File: config.mk
export PLATFORM = sky130hd
export DESIGN_NAME = uart_tx_engine_flat
export DESIGN_NICKNAME = d
export VERILOG_FILES = /design/src/rtl/uart_pkg.sv /design/src/rtl/uart_tx_engine_if.sv /design/src/rtl/uart_tx_shifter.sv /design/src/rtl/uart_tx_engine.sv /design/src/flat_wrapper.sv
export SDC_FILE = /design/constraint.sdc
export NUM_CORES = 1
export LEC_CHECK = 0
export ABC_AREA = 0
export CAP_MARGIN = 10
export CORE_ASPECT_RATIO = 0.9
export CORE_MARGIN = 2
export CORE_UTILIZATION = 59
export CTS_BUF_LIST = sky130_fd_sc_hd__clkbuf_8
export DETAILED_ROUTE_END_ITERATION = 12
export GPL_ROUTABILITY_DRIVEN = 0
export PLACE_DENSITY = 0.95
export SYNTH_ARGS = -nofsm -noshare
export SYNTH_HDL_FRONTEND = slang
export SYNTH_SLANG_ARGS = --single-unit
File: constraint.sdc
create_clock -name clk -period 3.8 [get_ports clk]
set_input_delay 0.76 -clock clk [delete_from_list [all_inputs] [get_ports clk]]
set_output_delay 0.76 -clock clk [all_outputs]
set_load 0.005 [all_outputs]
File: src/rtl/uart_pkg.sv
// Shared types and helpers for the UART transmit engine.
package uart_pkg;

    typedef enum logic [2:0] {
        IDLE   = 3'b000,
        START  = 3'b001,
        DATA   = 3'b010,
        PARITY = 3'b011,
        STOP1  = 3'b100,
        STOP2  = 3'b101
    } tx_state_e;

    localparam int unsigned MIN_DATA_W = 5;

    // Parity over bits [wls:0]; sp forces the bit to ~eps, eps selects even parity.
    function automatic logic calc_parity(input logic [31:0] data, input int unsigned wls,
                                         input logic eps, input logic sp);
        logic ones;
        ones = 1'b0;
        for (int unsigned i = 0; i < 32; i++) begin
            if (i <= wls) ones ^= data[i];
        end
        if (sp) return ~eps;
        return eps ? ones : ~ones;
    endfunction

endpackage

File: src/rtl/uart_tx_engine_if.sv
// Valid/ready payload channel between the TX FIFO and the transmit engine.
interface uart_tx_engine_if #(
    parameter int unsigned DATA_W = 8
);
    logic              tx_valid;
    logic [DATA_W-1:0] tx_data;
    logic              tx_ready;

    modport master (output tx_valid, output tx_data, input tx_ready);
    modport slave  (input tx_valid, input tx_data, output tx_ready);
endinterface

File: src/rtl/uart_tx_shifter.sv
// Data shift register, bit counter and frame parity bit for the UART transmitter.
module uart_tx_shifter
    import uart_pkg::*;
#(
    parameter int unsigned DATA_W = 8,
    parameter int unsigned WLS_W  = $clog2(DATA_W)
) (
    input  logic              clk,
    input  logic              rst_n,
    input  logic              load,
    input  logic              shift,
    input  logic              count,
    input  logic [DATA_W-1:0] data,
    input  logic [WLS_W-1:0]  wls,
    input  logic              eps,
    input  logic              sp,
    output logic              bit_out,
    output logic              last,
    output logic              par_bit
);

    logic [DATA_W-1:0] shreg_q;
    logic [DATA_W-1:0] masked;
    logic [WLS_W-1:0]  cnt_q;
    logic [WLS_W-1:0]  wls_q;
    logic              par_q;

    // Keep only bits [wls:0] so unused upper payload bits never reach the line.
    assign masked = data & ({DATA_W{1'b1}} >> (WLS_W'(DATA_W - 1) - wls));

    always_ff @(posedge clk or negedge rst_n) begin
        if (!rst_n) begin
            shreg_q <= '0;
            cnt_q   <= '0;
            wls_q   <= '0;
            par_q   <= 1'b0;
        end else if (load) begin
            shreg_q <= masked;
            cnt_q   <= '0;
            wls_q   <= wls;
            par_q   <= calc_parity(32'(masked), 32'(wls), eps, sp);
        end else begin
            if (shift) shreg_q <= shreg_q >> 1;
            if (count) cnt_q <= cnt_q + 1'b1;
        end
    end

    assign bit_out = shreg_q[0];
    assign last    = (cnt_q == wls_q);
    assign par_bit = par_q;

endmodule

File: src/rtl/uart_tx_engine.sv
// UART transmit engine: frame FSM driving the pad, paced by tx_tick.
// Optional line break (brk port) when UART_TX_BREAK_EN is defined.
module uart_tx_engine
    import uart_pkg::*;
#(
    parameter int unsigned DATA_W = 8,
    parameter int unsigned WLS_W  = $clog2(DATA_W)
) (
    input  logic               clk,
    input  logic               rst_n,
    input  logic               en,
    input  logic               tx_tick,
    uart_tx_engine_if.slave    fifo,
    input  logic [WLS_W-1:0]   wls,
    input  logic               pen,
    input  logic               eps,
    input  logic               sp,
    input  logic               stb,
`ifdef UART_TX_BREAK_EN
    input  logic               brk,
`endif
    output logic               tx,
    output logic               tx_busy,
    output logic               tx_done
);

    localparam logic [WLS_W-1:0] WlsMin = WLS_W'(MIN_DATA_W - 1);
    localparam logic [WLS_W-1:0] WlsMax = WLS_W'(DATA_W - 1);

    tx_state_e        state_q, state_d;
    logic             fsm_tx_q, fsm_tx_d;
    logic             pen_q, stb_q;
    logic             done_q, done_d;
    logic             load, shift, count, frame_end;
    logic             sh_bit, sh_last, par_bit;
    logic             last_stop, hs;
    logic [WLS_W-1:0] wls_hi, wls_eff;

    // Upper clamp only exists when the wls field can encode more than DATA_W bits.
    if ((1 << WLS_W) > DATA_W) begin : g_clamp_hi
        assign wls_hi = (wls > WlsMax) ? WlsMax : wls;
    end else begin : g_no_clamp_hi
        assign wls_hi = wls;
    end
    assign wls_eff = (wls_hi < WlsMin) ? WlsMin : wls_hi;

    assign last_stop     = (state_q == STOP2) || ((state_q == STOP1) && !stb_q);
    assign fifo.tx_ready = rst_n & en & tx_tick & ((state_q == IDLE) | last_stop);
    assign hs            = fifo.tx_valid & fifo.tx_ready;

    uart_tx_shifter #(
        .DATA_W (DATA_W),
        .WLS_W  (WLS_W)
    ) u_shifter (
        .clk     (clk),
        .rst_n   (rst_n),
        .load    (load),
        .shift   (shift),
        .count   (count),
        .data    (fifo.tx_data),
        .wls     (wls_eff),
        .eps     (eps),
        .sp      (sp),
        .bit_out (sh_bit),
        .last    (sh_last),
        .par_bit (par_bit)
    );

    always_comb begin
        state_d   = state_q;
        fsm_tx_d  = fsm_tx_q;
        load      = 1'b0;
        shift     = 1'b0;
        count     = 1'b0;
        done_d    = 1'b0;
        frame_end = 1'b0;
        if (tx_tick) begin
            case (state_q)
                IDLE: begin
                    if (hs) begin
                        state_d  = START;
                        fsm_tx_d = 1'b0;
                        load     = 1'b1;
                    end
                end
                START: begin
                    state_d  = DATA;
                    fsm_tx_d = sh_bit;
                    shift    = 1'b1;
                end
                DATA: begin
                    if (sh_last) begin
                        state_d  = pen_q ? PARITY : STOP1;
                        fsm_tx_d = pen_q ? par_bit : 1'b1;
                    end else begin
                        fsm_tx_d = sh_bit;
                        shift    = 1'b1;
                        count    = 1'b1;
                    end
                end
                PARITY: begin
                    state_d  = STOP1;
                    fsm_tx_d = 1'b1;
                end
                STOP1: begin
                    if (stb_q) begin
                        state_d  = STOP2;
                        fsm_tx_d = 1'b1;
                    end else begin
                        frame_end = 1'b1;
                    end
                end
                STOP2:   frame_end = 1'b1;
                default: begin
                    state_d  = IDLE;
                    fsm_tx_d = 1'b1;
                end
            endcase
            // A handshake on the closing tick chains straight into the next start bit.
            if (frame_end) begin
                done_d = 1'b1;
                if (hs) begin
                    state_d  = START;
                    fsm_tx_d = 1'b0;
                    load     = 1'b1;
                end else begin
                    state_d  = IDLE;
                    fsm_tx_d = 1'b1;
                end
            end
        end
    end

    always_ff @(posedge clk or negedge rst_n) begin
        if (!rst_n) begin
            state_q  <= IDLE;
            fsm_tx_q <= 1'b1;
            pen_q    <= 1'b0;
            stb_q    <= 1'b0;
            done_q   <= 1'b0;
        end else begin
            state_q  <= state_d;
            fsm_tx_q <= fsm_tx_d;
            done_q   <= done_d;
            if (load) begin
                pen_q <= pen;
                stb_q <= stb;
            end
        end
    end

`ifdef UART_TX_BREAK_EN
    logic line_q;

    // Break overrides the pad every clock while the FSM keeps advancing underneath.
    always_ff @(posedge clk or negedge rst_n) begin
        if (!rst_n) line_q <= 1'b1;
        else        line_q <= fsm_tx_d & ~brk;
    end
    assign tx = line_q;
`else
    assign tx = fsm_tx_q;
`endif

    assign tx_busy = (state_q != IDLE);
    assign tx_done = done_q;

endmodule

File: src/flat_wrapper.sv
// flat-port wrapper written by rule: the top's interface ports become plain ports
module uart_tx_engine_flat import uart_pkg::*;
#(
    parameter int unsigned DATA_W = 8,
    parameter int unsigned WLS_W  = $clog2(DATA_W)
)
  (clk, rst_n, en, tx_tick, wls, pen, eps, sp, stb, tx, tx_busy, tx_done, fifo_tx_valid, fifo_tx_data, fifo_tx_ready);
  uart_tx_engine_if #(.DATA_W(DATA_W)) fifo_i ();
  input  logic clk;
  input  logic rst_n;
  input  logic en;
  input  logic tx_tick;
  input  logic [WLS_W-1:0] wls;
  input  logic pen;
  input  logic eps;
  input  logic sp;
  input  logic stb;
  output logic tx;
  output logic tx_busy;
  output logic tx_done;
  input wire logic [$bits(fifo_i.tx_valid)-1:0] fifo_tx_valid;
  input wire logic [$bits(fifo_i.tx_data)-1:0] fifo_tx_data;
  output wire logic [$bits(fifo_i.tx_ready)-1:0] fifo_tx_ready;
  assign fifo_i.tx_valid = fifo_tx_valid;
  assign fifo_i.tx_data = fifo_tx_data;
  assign fifo_tx_ready = fifo_i.tx_ready;
  uart_tx_engine #(.DATA_W(DATA_W), .WLS_W(WLS_W)) u_core (.clk(clk), .rst_n(rst_n), .en(en), .tx_tick(tx_tick), .fifo(fifo_i), .wls(wls), .pen(pen), .eps(eps), .sp(sp), .stb(stb), .tx(tx), .tx_busy(tx_busy), .tx_done(tx_done));
endmodule
Word level (Yosys, flattened, before mapping)
Cells that the tools add are included.
{"block": "word_totals", "register_bits": 22, "input_bits": 20, "out_inout_bits": 4}
{"block": "classes", "addsub": 2, "n_lt_le_gt_ge": 8, "eq_ne": 10, "n_shift": 1, "mux": 54, "bitwise": 15, "reduce_logical": 9}
{"op": "$mux W1", "n": 40}
{"op": "$mux W3", "n": 8}
{"op": "$pmux W3 S6", "n": 1}
{"op": "$mux W8", "n": 2}
{"op": "$le A3 B3 Y1 const A", "n": 4}
{"op": "$and A8 B8 Y8", "n": 1}
{"op": "$shr A8 B3 Y8 const A", "n": 1}
{"op": "$xor A1 B1 Y1", "n": 7}
{"op": "$eq A3 B2 Y1 const B", "n": 2}
{"op": "$eq A3 B3 Y1 const B", "n": 2}
{"op": "$le A2 B3 Y1 const A", "n": 2}
{"op": "$ne A3 B2 Y1 const B", "n": 2}
{"op": "$pmux W1 S5", "n": 1}
{"op": "$reduce_and A5 Y1", "n": 1}
{"op": "$and A1 B1 Y1", "n": 4}
{"op": "$pmux W1 S2", "n": 2}
{"op": "$reduce_and A4 Y1", "n": 1}
{"op": "$reduce_bool A2 Y1", "n": 2}
{"op": "$add A3 B1 Y3 const B", "n": 1}
{"op": "$eq A3 B1 Y1 const B", "n": 1}
{"op": "$eq A3 B3 Y1", "n": 1}
{"op": "$le A1 B3 Y1 const A", "n": 1}
{"op": "$logic_not A3 Y1", "n": 1}
{"op": "$lt A3 B3 Y1 const B", "n": 1}
{"op": "other kinds (9)", "n": 10}

Logic depth before layout (Yosys ltp)
Gate-level depths: netlist of run 1.
{"block": "depth", "depth_word": 36, "mapped_depth": 8}

By module
A second synthesis of run 1 with hierarchy kept.
{"block": "unflattened", "cells_unflattened": 139, "area_unflattened_um2": 1333.8}
{"mod": "uart_tx_shifter", "n_inst": 1, "cells_per_inst": 86, "area_per_inst_um2": 865.8}
{"mod": "uart_tx_engine", "n_inst": 1, "cells_per_inst": 53, "area_per_inst_um2": 467.9}

Least setup slack after synthesis of run 1
Ideal clock, no wire load.
{"block": "synth_timing", "kind": "input to register", "startpoint": "input fifo_tx_data[0]", "endpoint": "register u_core.u_shifter.par_q, in the netlist u_core.u_shifter.par_bit", "setup_ns": 0.092, "arrival_time_ns": 1.950, "path_slack_ns": 1.758, "stages": 5, "n_path_buf": 0, "cell_sequence": "xnor3_1 xnor3_1 xnor2_1 o21a_1 o31ai_2"}
{"block": "synth_between", "elab_chain_cells": 26}
{"item": "from (decl)", "line_no": "flat_wrapper.sv:22", "rtl": "input wire logic [$bits(fifo_i.tx_data)-1:0] fifo_tx_data;"}
{"item": "$and A8 B8 Y8 *", "line_no": "uart_tx_shifter.sv:29", "rtl": "assign masked = data & ({DATA_W{1'b1}} >> (WLS_W'(DATA_W - 1) - wls));"}
{"item": "$mux W1 *", "line_no": "uart_tx_shifter.sv:37", "rtl": "end else if (load) begin"}
{"item": "$xor A1 B1 Y1", "line_no": "uart_pkg.sv:21", "rtl": "if (i <= wls) ones ^= data[i];"}
{"item": "$mux W1 *", "line_no": "uart_pkg.sv:21"}
{"item": "$mux W1 *", "line_no": "uart_tx_shifter.sv:37"}
{"item": "$xor A1 B1 Y1", "line_no": "uart_pkg.sv:21"}
{"item": "$mux W1 *", "line_no": "uart_pkg.sv:21"}
{"item": "$mux W1 *", "line_no": "uart_tx_shifter.sv:37"}
{"item": "[9 not listed]"}
{"item": "$xor A1 B1 Y1", "line_no": "uart_pkg.sv:21"}
{"item": "$mux W1 *", "line_no": "uart_pkg.sv:21"}
{"item": "$mux W1 *", "line_no": "uart_tx_shifter.sv:37"}
{"item": "$xor A1 B1 Y1", "line_no": "uart_pkg.sv:21"}
{"item": "$mux W1 *", "line_no": "uart_pkg.sv:21"}
{"item": "$mux W1 *", "line_no": "uart_tx_shifter.sv:37"}
{"item": "$not A1 Y1", "line_no": "uart_pkg.sv:24", "rtl": "return eps ? ones : ~ones;"}
{"item": "$mux W1 * (2 in a row)", "line_no": "uart_pkg.sv:24"}
{"item": "to (signal assigned)", "line_no": "uart_tx_shifter.sv:41", "rtl": "par_q <= calc_parity(32'(masked), 32'(wls), eps, sp);"}
{"item": "to (decl)", "line_no": "uart_tx_shifter.sv:26", "rtl": "logic par_q;"}
Every way passes the cells marked *; elsewhere a longest branch is shown, timed or not. The select of a mux whose other input is x is not followed.
A chain may end at the register's enable or synchronous reset.

Worst setup path after layout of run 1
{"block": "layout_timing", "startpoint": "register u_core.state_q[0]", "endpoint": "output fifo_tx_ready"}
{"block": "layout_between", "elab_chain_cells": 5, "word_cells_on_any_way": 7, "cone_classes": "eq/ne: 2; bitwise: 2; reduce/logical: 3"}
{"item": "from (decl)", "line_no": "uart_tx_engine.sv:30", "rtl": "tx_state_e state_q, state_d;"}
{"item": "from (signal assigned)", "line_no": "uart_tx_engine.sv:142", "rtl": "state_q <= state_d;"}
{"item": "$eq A3 B3 Y1", "line_no": "uart_tx_engine.sv:47", "rtl": "assign last_stop = (state_q == STOP2) || ((state_q == STOP1) && !stb_q);"}
{"item": "$logic_and A1 B1 Y1", "line_no": "uart_tx_engine.sv:47"}
{"item": "$logic_or A1 B1 Y1", "line_no": "uart_tx_engine.sv:47"}
{"item": "$or A1 B1 Y1 *", "line_no": "uart_tx_engine.sv:48", "rtl": "assign fifo.tx_ready = rst_n & en & tx_tick & ((state_q == IDLE) | last_stop);"}
{"item": "$and A1 B1 Y1 *", "line_no": "uart_tx_engine.sv:48"}
{"item": "to (decl)", "line_no": "flat_wrapper.sv:23", "rtl": "output wire logic [$bits(fifo_i.tx_ready)-1:0] fifo_tx_ready;"}
Every way passes the cells marked *; elsewhere a longest branch is shown, timed or not.

==> key figures, run 1 <==
Worst setup path
  • Worst path bufs/invs: 1
  • Worst path required time: just over 3 ns
  • Max incr delay on CP: around 0.70 ns
  • Worst Setup Start Kind: register
  • Kind of critical path: reg -> out
  • Slowest stage cell, crit path: dfrtp_1
  • Arr. time, crit path: 2.20 ns
  • Crit-path leading delay family: simple AND/OR/NAND/NOR gates
  • Crit-path max FO: 18
  • Element type at the critical path end: primary output
  • CP cell instances: and3b_1, or3_4, nor2_1, clkdlybuf4s50_1

Floorplanning
  • Die height: about 50 um
  • I/O pin count: 24
  • Starting density of the core: 0.640
  • DIE WIDTH: 56.0 um
  • Placement Rows: 16
  • Core ar.: ~2200 um2
  • Die area: roughly 2800 um2

Routing
  • Antenna-violating nets left: 0
  • Via count: about 1300
  • Initial DRC count: slightly above 60
  • Initial DRT Pass Iterations: 4
  • Vias/cell: approximately 6.5
  • Total wire length: about 3400 um
  • Post-DR wirelength/cell: 16.6 um
  • DR DRC count: 0

Layout
  • Multi-input logic area: just over 800 um2
  • Syn-to-layout area delta: 20.6%
  • Reg area: 552 um2
  • Layout cell share with drive strength beyond 1: 0.0787
  • Number of fill cells: approximately 160
  • Layout Nets: 200
  • N_diodes: 0
  • Finished Cell Area: ~1700 um2
  • Post-Route Utilization: 0.772
  • Non-filler instance count after layout: approximately 200

Clock tree
  • Total setup buffers inserted after CTS: 0
  • Post-CTS Hold Buffers: 0
  • Clk slew on worst S/H paths: around 0.080 ns
  • H-tree levels: 1
  • Num Clock Sinks: 22
  • CTS root buf: clkbuf_8
  • Clk_lat worst skew: around 0.26 ns
  • Post-CTS Resized: 0
  • CTS tree: built
  • CTS max path bufs: 2
  • Num CTS Buffers: 3

Timing
  • Final Setup Violations: 0
  • FMAX: about 340 MHz
  • Max-slew violations: 0
  • Tightest Pin Transition: 0.924 ns
  • Setup Skew: ~0.0064 ns
  • Hold Vio Cnt, Final: 0
  • RSZ-0062 raised after global routing: no
  • Setup slack after layout: ~0.84 ns
  • Hold Worst Slack: a little under 0.5 ns
  • Final min period: between 2 and 3 ns
  • Final Cycle Share: 0.778
  • Fin Setup TNS: 0 ns
  • Slew HR: 0.374

Yosys
  • Top cells by area, synth: dfrtp_1, o22a_1, o21ai_0
  • YS warnings: 0
  • Asr flop ratio synth: 1.00
  • Top-area cell type share of the netlist area: 0.366
  • Count leader, synth: dfrtp_1
  • Synthesized area: about 1400 um2
  • Synth Area per Inst: just over 9 um2
  • Synth Instances: roughly 160
  • Post-synth top area cell: dfrtp_1
  • Synth top cells by count: dfrtp_1, nand2_1, o21ai_0, nor2_1, o22a_1
  • EDFF count, synth: 0
  • Syn nets: 177
  • Ys flop type: dfrtp_1
  • #FFs+latches synth: 22
  • Netlist cell types: 45
  • Sequential share of the synthesized area: 0.384

Global routing
  • Total track usage: 0.265
  • Vias in the first global route: roughly 1300
  • Total congestion overflow: 0
  • First-pass GRT wire length: around 6000 um
  • Largest net degree at the start of global routing: 21
  • Initial antenna violation count: 0

Run
  • MaxCap Viol Count: 0

Placement
  • HPWL after DPL: 2440 um
  • Placed cell area: about 1700 um2
  • Pre-CTS setup slack: ~0.9 ns
  • Placed cells: ~200
  • Buffers on Ports: 23

Pwr
  • Final Power: approximately 1.4 mW
  • Lkg Pwr: a little over 0.7 nW
  • Maximum VDD drop: around 0.00054 V
  • Power per Cell Area: between 700 and 800 nW/um2

Hold path
  • Tightest Hold Check Type: reg -> reg

Outcome
  • Status: finished clean
[worst min-delay path: cells and delay by family, from the launching register on]
kind	cells	cell delay, ns
buffers and inverters	1	0.05
AO/OA/AOI/OAI	1	0.06
flip-flops	1	0.37
[placed cells by master (no fill, tap or decap), types with 5 or more instances in the layout]
master / n
o221ai_1: 6
clkdlybuf4s50_1: 23
nand2_1: 18
o21ai_0: 14
o22a_1: 11
inv_1: 5
nor2_1: 13
dfrtp_1: 21
xnor2_1: 7
[report_power, final]
group	internal [mW]	switching (mW)	total, mW
logic	0.350	0.328	0.678
clock network	0.0922	0.0753	0.167
registers	0.345	0.169	0.514
total	0.787	0.572	1.36
[state kept, by name, summed over array words and instances, names as in the netlist]
register,flops
u_core.state_q,3
u_core.tx,1
u_core.u_shifter.par_bit,1
u_core.u_shifter.cnt_q,3
u_core.pen_q,1
u_core.u_shifter.shreg_q,8
u_core.tx_done,1
u_core.stb_q,1
u_core.u_shifter.wls_q,3
[cell type report]
class	instances	area share
Clock buffer	4	0.0318
Inverter	5	0.0108
Multi-Input combinational cell	120	0.469
Sequential cell	22	0.319
Tap cell	27	0.0195
Timing Repair Buffer	27	0.150
[final timing paths]
path,slack [ns],endpoint,start,cells after the start
max,0.84,fifo_tx_ready,u_core.state_q[0],4
min,0.49,u_core.tx,u_core.tx,2
max reg2reg,1.42,u_core.u_shifter.shreg_q[0],u_core.state_q[0],6
min reg2reg,0.49,u_core.tx,u_core.tx,2
max in group asynchronous,2.74,u_core.tx,rst_n,2
min in group asynchronous,0.82,u_core.u_shifter.shreg_q[0],rst_n,2
[routing by layer]
layer | GRT usage | wire (um) | vias to the layer above
met1 | 0.334 | 1460 | 640
met4 | 0.0635 | 19 | 0
met2 | 0.475 | 1670 | 66
met3 | 0.0464 | 260 | 4
met5 | 0 | 0 | -
li1 | - | - | 620
[kinds of logic (layout without fill, tap and decap cells)]
group                      after synthesis  count (layout)  share of synthesized area
buffers and inverters                   14              36                     0.0506
muxes                                    2               2                     0.0148
adders and majority gates                1               1                    0.00872
and+or+nand+nor                         55              55                      0.189
xor gates and xnor gates                13              13                     0.0985
DFF                                     22              22                      0.384
AOI/OAI and AO/OA                       49              49                      0.254
Power figures use the tool's default switching activity.
==> inputs of run 2 (changes only) <==
--- a/config.mk
+++ b/config.mk
@@ -9,11 +9,11 @@
 export CAP_MARGIN = 10
 export CORE_ASPECT_RATIO = 0.9
 export CORE_MARGIN = 2
-export CORE_UTILIZATION = 59
+export CORE_UTILIZATION = 55
 export CTS_BUF_LIST = sky130_fd_sc_hd__clkbuf_8
 export DETAILED_ROUTE_END_ITERATION = 12
 export GPL_ROUTABILITY_DRIVEN = 0
-export PLACE_DENSITY = 0.95
+export PLACE_DENSITY = 0.9
 export SYNTH_ARGS = -nofsm -noshare
 export SYNTH_HDL_FRONTEND = slang
 export SYNTH_SLANG_ARGS = --single-unit
==> constraint.sdc (replaced) <==
create_clock -name clk -period 2.9 [get_ports clk]
set_input_delay 0.58 -clock clk [delete_from_list [all_inputs] [get_ports clk]]
set_output_delay 0.58 -clock clk [all_outputs]
set_load 0.005 [all_outputs]
==> run 2 against run 1 <==
Utilization down 6.4 points. Sequential share of layout area shrank 0.30 points. Non-clock buffer count grew 2. Combinational power grew 44%. Sequential power rose by 19%. Highest routed layer unchanged. Clock skew is 0.00072 ns lower. Largest cell class unchanged. Clock power increased by 36%. Via count hardly changed. Total power rose by 33%. Register-to-register slack got worse by 0.65 ns. Critical path depth stayed put. Clock-buffer cell count unchanged.
==> key figures, run 2 (same netlist as run 1, synthesis figures left out) <==
Clock tree
  • Post-CTS Resized: 0
  • CTS max path bufs: 2
  • Post-CTS Hold Buffers: 0
  • Total setup buffers inserted after CTS: 0
  • Clk slew on worst S/H paths: 0.08 ns
  • Num Clock Sinks: 22
  • H-tree levels: 1
  • CTS root buf: clkbuf_8
  • Num CTS Buffers: 3
  • CTS tree: built
  • Clk_lat worst skew: about 0.27 ns

Layout
  • Number of flip-flops in the largest register: 8
  • Post-Route Utilization: 0.708
  • Syn-to-layout area delta: 21.7%
  • Top reg by flops: u_core.u_shifter.shreg_q
  • Most frequent cells in the layout: clkdlybuf4s50_1, dfrtp_1, nand2_1
  • Number of fill cells: 180
  • Layout Nets: 202
  • N_diodes: 0
  • Layout cell share with drive strength beyond 1: 0.0889
  • Most common cell after layout, fill and taps aside: clkdlybuf4s50_1
  • Non-filler instance count after layout: around 210

Worst setup path
  • Worst Setup Start Kind: register
  • Flop2flop setup slack: between 0.7 and 0.8 ns
  • Worst path required time: between 2 and 2.5 ns
  • Worst R2R Start: u_core.u_shifter.cnt_q[0]
  • Reg2reg path depth: 5
  • Crit-path max FO: 8
  • Worst setup path start: u_core.state_q[2]
  • Arr. time, crit path: approximately 1.9 ns
  • CP endpoint: fifo_tx_ready
  • FF-to-FF End: u_core.u_shifter.shreg_q[0]
  • Element type at the critical path end: primary output
  • Kind of critical path: reg -> out

Routing
  • Initial DRT Pass Iterations: 4
  • Vias/cell: about 6.4
  • DR DRC count: 0
  • Antenna-violating nets left: 0
  • Initial DRC count: 72
  • Total wire length: 3430 um
  • Post-DR wirelength/cell: roughly 17 um
  • Via count: about 1300

Floorplanning
  • Starting density of the core: 0.582
  • Placement Rows: 17
  • Die area: ~3000 um2
  • Die height: 52.5 um
  • Core ar.: between 2000 and 2500 um2
  • I/O pin count: 24
  • DIE WIDTH: a little under 60 um

Hold path
  • Tightest Hold Check Type: reg -> reg
  • Hold Startpoint: u_core.tx

Global routing
  • Grt met1 use: 0.327
  • Largest net degree at the start of global routing: 20
  • Initial antenna violation count: 0
  • Vias in the first global route: 1314
  • Global route hottest layer: met2
  • Met2 usage: 0.445
  • GRT met3 Usage: 0.0395
  • Total congestion overflow: 0
  • First-pass GRT wire length: 5980 um
  • Total track usage: 0.260

Placement
  • Pre-CTS setup slack: 0.346 ns
  • HPWL after DPL: between 2000 and 2500 um
  • Placed cells: 204
  • Buffers on Ports: 23

Pwr
  • Lkg Pwr: 0.727 nW
  • Power per Cell Area: a little over 1000 nW/um2
  • Maximum VDD drop: approximately 0.00066 V

Timing
  • Fin Setup TNS: 0 ns
  • Final Cycle Share: 0.866
  • RSZ-0062 raised after global routing: no
  • Final Setup Violations: 0
  • FMAX: 398 MHz
  • Slew HR: 0.378
  • Hold Vio Cnt, Final: 0
  • Final min period: between 2 and 3 ns
  • Max-slew violations: 0
  • Tightest Pin Transition: approximately 0.92 ns
  • Setup slack after layout: ~0.39 ns
  • Hold Worst Slack: about 0.48 ns
  • Setup Skew: approximately 0.0056 ns

Run
  • MaxCap Viol Count: 0

Outcome
  • Status: finished clean
run 2: cell types whose count changed in the layout (fill, tap and decap cells not counted):
cell	change
buf_4	+2
run 2: per-stage QoR:
stage                     power [mW]  cell area [um2]
after floorplan                 1.30             1440
after CTS                       1.79             1750
after detailed placement        1.56             1690
final                           1.81             1750
after global placement          1.51             1690
after global routing            1.94             1750
run 2: cell type report:
class,instances,area [um2],area share
multi-input combinational,120,811,0.464
sequential,22,552,0.316
timing repair buffer,29,275,0.158
clock buffer,4,55.1,0.0315
tap,28,35.0,0.0201
inverter,5,18.8,0.0107
run 2: power by group:
part           internal, mW  switching, mW
sequential            0.454          0.159
clock                 0.121          0.106
combinational         0.475          0.498
total                  1.05          0.763
run 2: critical path, stage by stage, from the launching register on:
cell	delay [ns]
dfrtp_1	0.46
and3b_1	0.21
or3_4	0.38
nor2_1	0.11
clkdlybuf4s50_1	0.50
run 2: how the worst min path moves through the flow:
| stage | end | cells past startpoint |
|---|---|---|
| after floorplan | u_core.pen_q | 0 |
| after global placement | u_core.tx | 2 |
| after detailed placement | u_core.tx | 2 |
| after CTS | u_core.tx | 2 |
| after global routing | u_core.tx | 2 |
| final | u_core.tx | 2 |
run 2: layer usage:
metal / routed length, um / up-vias
met5: 0 / -
met4: 91 / 0
met3: 251 / 11
met2: 1660 / 73
met1: 1430 / 619
li1: - / 628
==> inputs of run 3 (changes only) <==
--- a/config.mk
+++ b/config.mk
@@ -9,11 +9,10 @@
 export CAP_MARGIN = 10
 export CORE_ASPECT_RATIO = 0.9
 export CORE_MARGIN = 2
-export CORE_UTILIZATION = 55
-export CTS_BUF_LIST = sky130_fd_sc_hd__clkbuf_8
+export CORE_UTILIZATION = 52
 export DETAILED_ROUTE_END_ITERATION = 12
 export GPL_ROUTABILITY_DRIVEN = 0
-export PLACE_DENSITY = 0.9
+export PLACE_DENSITY = 0.86
 export SYNTH_ARGS = -nofsm -noshare
 export SYNTH_HDL_FRONTEND = slang
 export SYNTH_SLANG_ARGS = --single-unit
==> run 3 against run 2 <==
Combinational power shrank 2%. Wire length shrank 0.50%. Flip-flop and latch count is the same. Clock power fell by 23%. Critical path depth unchanged. Fmax fell by 1.8%. Utilization is 6.2 points lower. Clock skew is 0.0029 ns higher. Critical path type unchanged. Highest routed layer unchanged.
==> key figures, run 3 (same netlist as run 1, synthesis figures left out) <==
Timing
  • Hold Worst Slack: approximately 0.46 ns
  • Hold Vio Cnt, Final: 0
  • Fin Setup TNS: 0 ns
  • Setup Skew: 0.00856 ns
  • Tightest Pin Transition: between 0.9 and 1 ns
  • FMAX: around 390 MHz
  • RSZ-0062 raised after global routing: no
  • Final min period: approximately 2.6 ns
  • Final Setup Violations: 0
  • Final Cycle Share: 0.881
  • Max-slew violations: 0
  • Slew HR: 0.358

Clock tree
  • Clk slew on worst S/H paths: between 0.1 and 0.15 ns
  • Num CTS Buffers: 3
  • Post-CTS Resized: 0
  • H-tree levels: 1
  • Clk_lat worst skew: between 0.3 and 0.4 ns
  • Total setup buffers inserted after CTS: 0
  • Num Clock Sinks: 22
  • CTS tree: built
  • Post-CTS Hold Buffers: 0
  • CTS max path bufs: 2
  • CTS root buf: clkbuf_4

Worst setup path
  • FF-to-FF End: u_core.u_shifter.shreg_q[0]
  • Worst path required time: 2.32 ns
  • CP endpoint: fifo_tx_ready
  • Crit-path max FO: 8
  • Element type at the critical path end: primary output
  • Arr. time, crit path: between 1.5 and 2 ns
  • Kind of critical path: reg -> out
  • Flop2flop setup slack: around 0.76 ns
  • Worst setup path start: u_core.state_q[2]
  • Worst R2R Start: u_core.u_shifter.cnt_q[0]
  • Worst Setup Start Kind: register
  • Reg2reg path depth: 5

Global routing
  • First-pass GRT wire length: approximately 5800 um
  • Total track usage: 0.242
  • Met2 usage: 0.436
  • Largest net degree at the start of global routing: 20
  • Global route hottest layer: met2
  • Grt met1 use: 0.302
  • Vias in the first global route: 1291
  • Total congestion overflow: 0
  • GRT met3 Usage: 0.0337
  • Initial antenna violation count: 0

Layout
  • Number of flip-flops in the largest register: 8
  • Most common cell after layout, fill and taps aside: clkdlybuf4s50_1
  • Layout Nets: 202
  • Finished Cell Area: about 1700 um2
  • N_diodes: 0
  • Most frequent cells in the layout: clkdlybuf4s50_1, dfrtp_1, nand2_1
  • Top reg by flops: u_core.u_shifter.shreg_q
  • Number of fill cells: 229
  • Syn-to-layout area delta: 20.6%
  • Layout cell share with drive strength beyond 1: 0.0889

Placement
  • HPWL after DPL: 2580 um
  • Placed cell area: approximately 1700 um2
  • Buffers on Ports: 23

Pwr
  • Maximum VDD drop: 0.000423 V
  • Sw frac: 0.424
  • Internal: roughly 1 mW
  • Sequential share of power: 0.350
  • Logic pwr share: 0.550
  • Clk pwr share: 0.100
  • Power per Cell Area: 1010 nW/um2
  • Sw power: between 0.7 and 0.8 mW
  • Lkg Pwr: 0.719 nW

Floorplanning
  • Core ar.: roughly 2700 um2
  • DIE WIDTH: 59.4 um
  • I/O pin count: 24
  • Die area: approximately 3200 um2
  • Die height: around 54 um
  • Placement Rows: 18
  • Starting density of the core: 0.535

Routing
  • DR DRC count: 0
  • Antenna-violating nets left: 0
  • Via count: 1303
  • Post-DR wirelength/cell: approximately 16 um
  • Total wire length: roughly 3400 um
  • Initial DRC count: 66
  • Initial DRT Pass Iterations: 4
  • Vias/cell: about 6.2

Run
  • MaxCap Viol Count: 0

Outcome
  • Status: finished clean

Hold path
  • Tightest Hold Check Type: in -> async
## run 3: per-stage QoR
step                power (mW)  worst slack [ns]  utilization  cells
finish                    1.75             0.344        0.646    210
global route              1.88             0.226        0.646    210
CTS                       1.74             0.342        0.646    210
detailed placement        1.57             0.356        0.632    206
global placement          1.51             0.445        0.632    206
floorplan                 1.30              1.04            -    156
## run 3: per-layer routing
metal	part of all wire	wire length, um
met1	0.41	1410
met2	0.52	1780
met3	0.061	208
met4	0.0056	19
met5	0	0
## run 3: critical path, stage by stage (launching register included)
cell and delay (ns):
dfrtp_1 0.47, and3b_1 0.21, or3_4 0.37, nor2_1 0.11, clkdlybuf4s50_1 0.50
## run 3: final cells by class
type                    instances  area [um2]  share of cell area
multi-input cells             120         811               0.469
flip-flops and latches         22         552               0.319
repair buffers                 29         275               0.159
well taps                      30        37.5              0.0217
clock buffers                   4        36.3              0.0210
inverters                       5        18.8              0.0108
## run 3: how the worst min path moves through the flow
stage / to / slack (ns) / start
5_1_grt: u_core.state_q[1] / 0.47 / rst_n
6_report: u_core.state_q[1] / 0.46 / rst_n
4_1_cts: u_core.state_q[1] / 0.47 / rst_n
3_3_place_gp: u_core.tx / 0.47 / u_core.tx
3_5_place_dp: u_core.tx / 0.48 / u_core.tx
2_1_floorplan: u_core.pen_q / 0.28 / rst_n
## run 3: power groups by stage
stage | clock (mW) | sequential, mW | combinational [mW]
5_1_grt | 0.187 | 0.630 | 1.06
2_1_floorplan | 0 | 0.569 | 0.728
6_report | 0.175 | 0.612 | 0.959
3_5_place_dp | 0 | 0.616 | 0.950
3_3_place_gp | 0 | 0.600 | 0.910
4_1_cts | 0.174 | 0.610 | 0.955
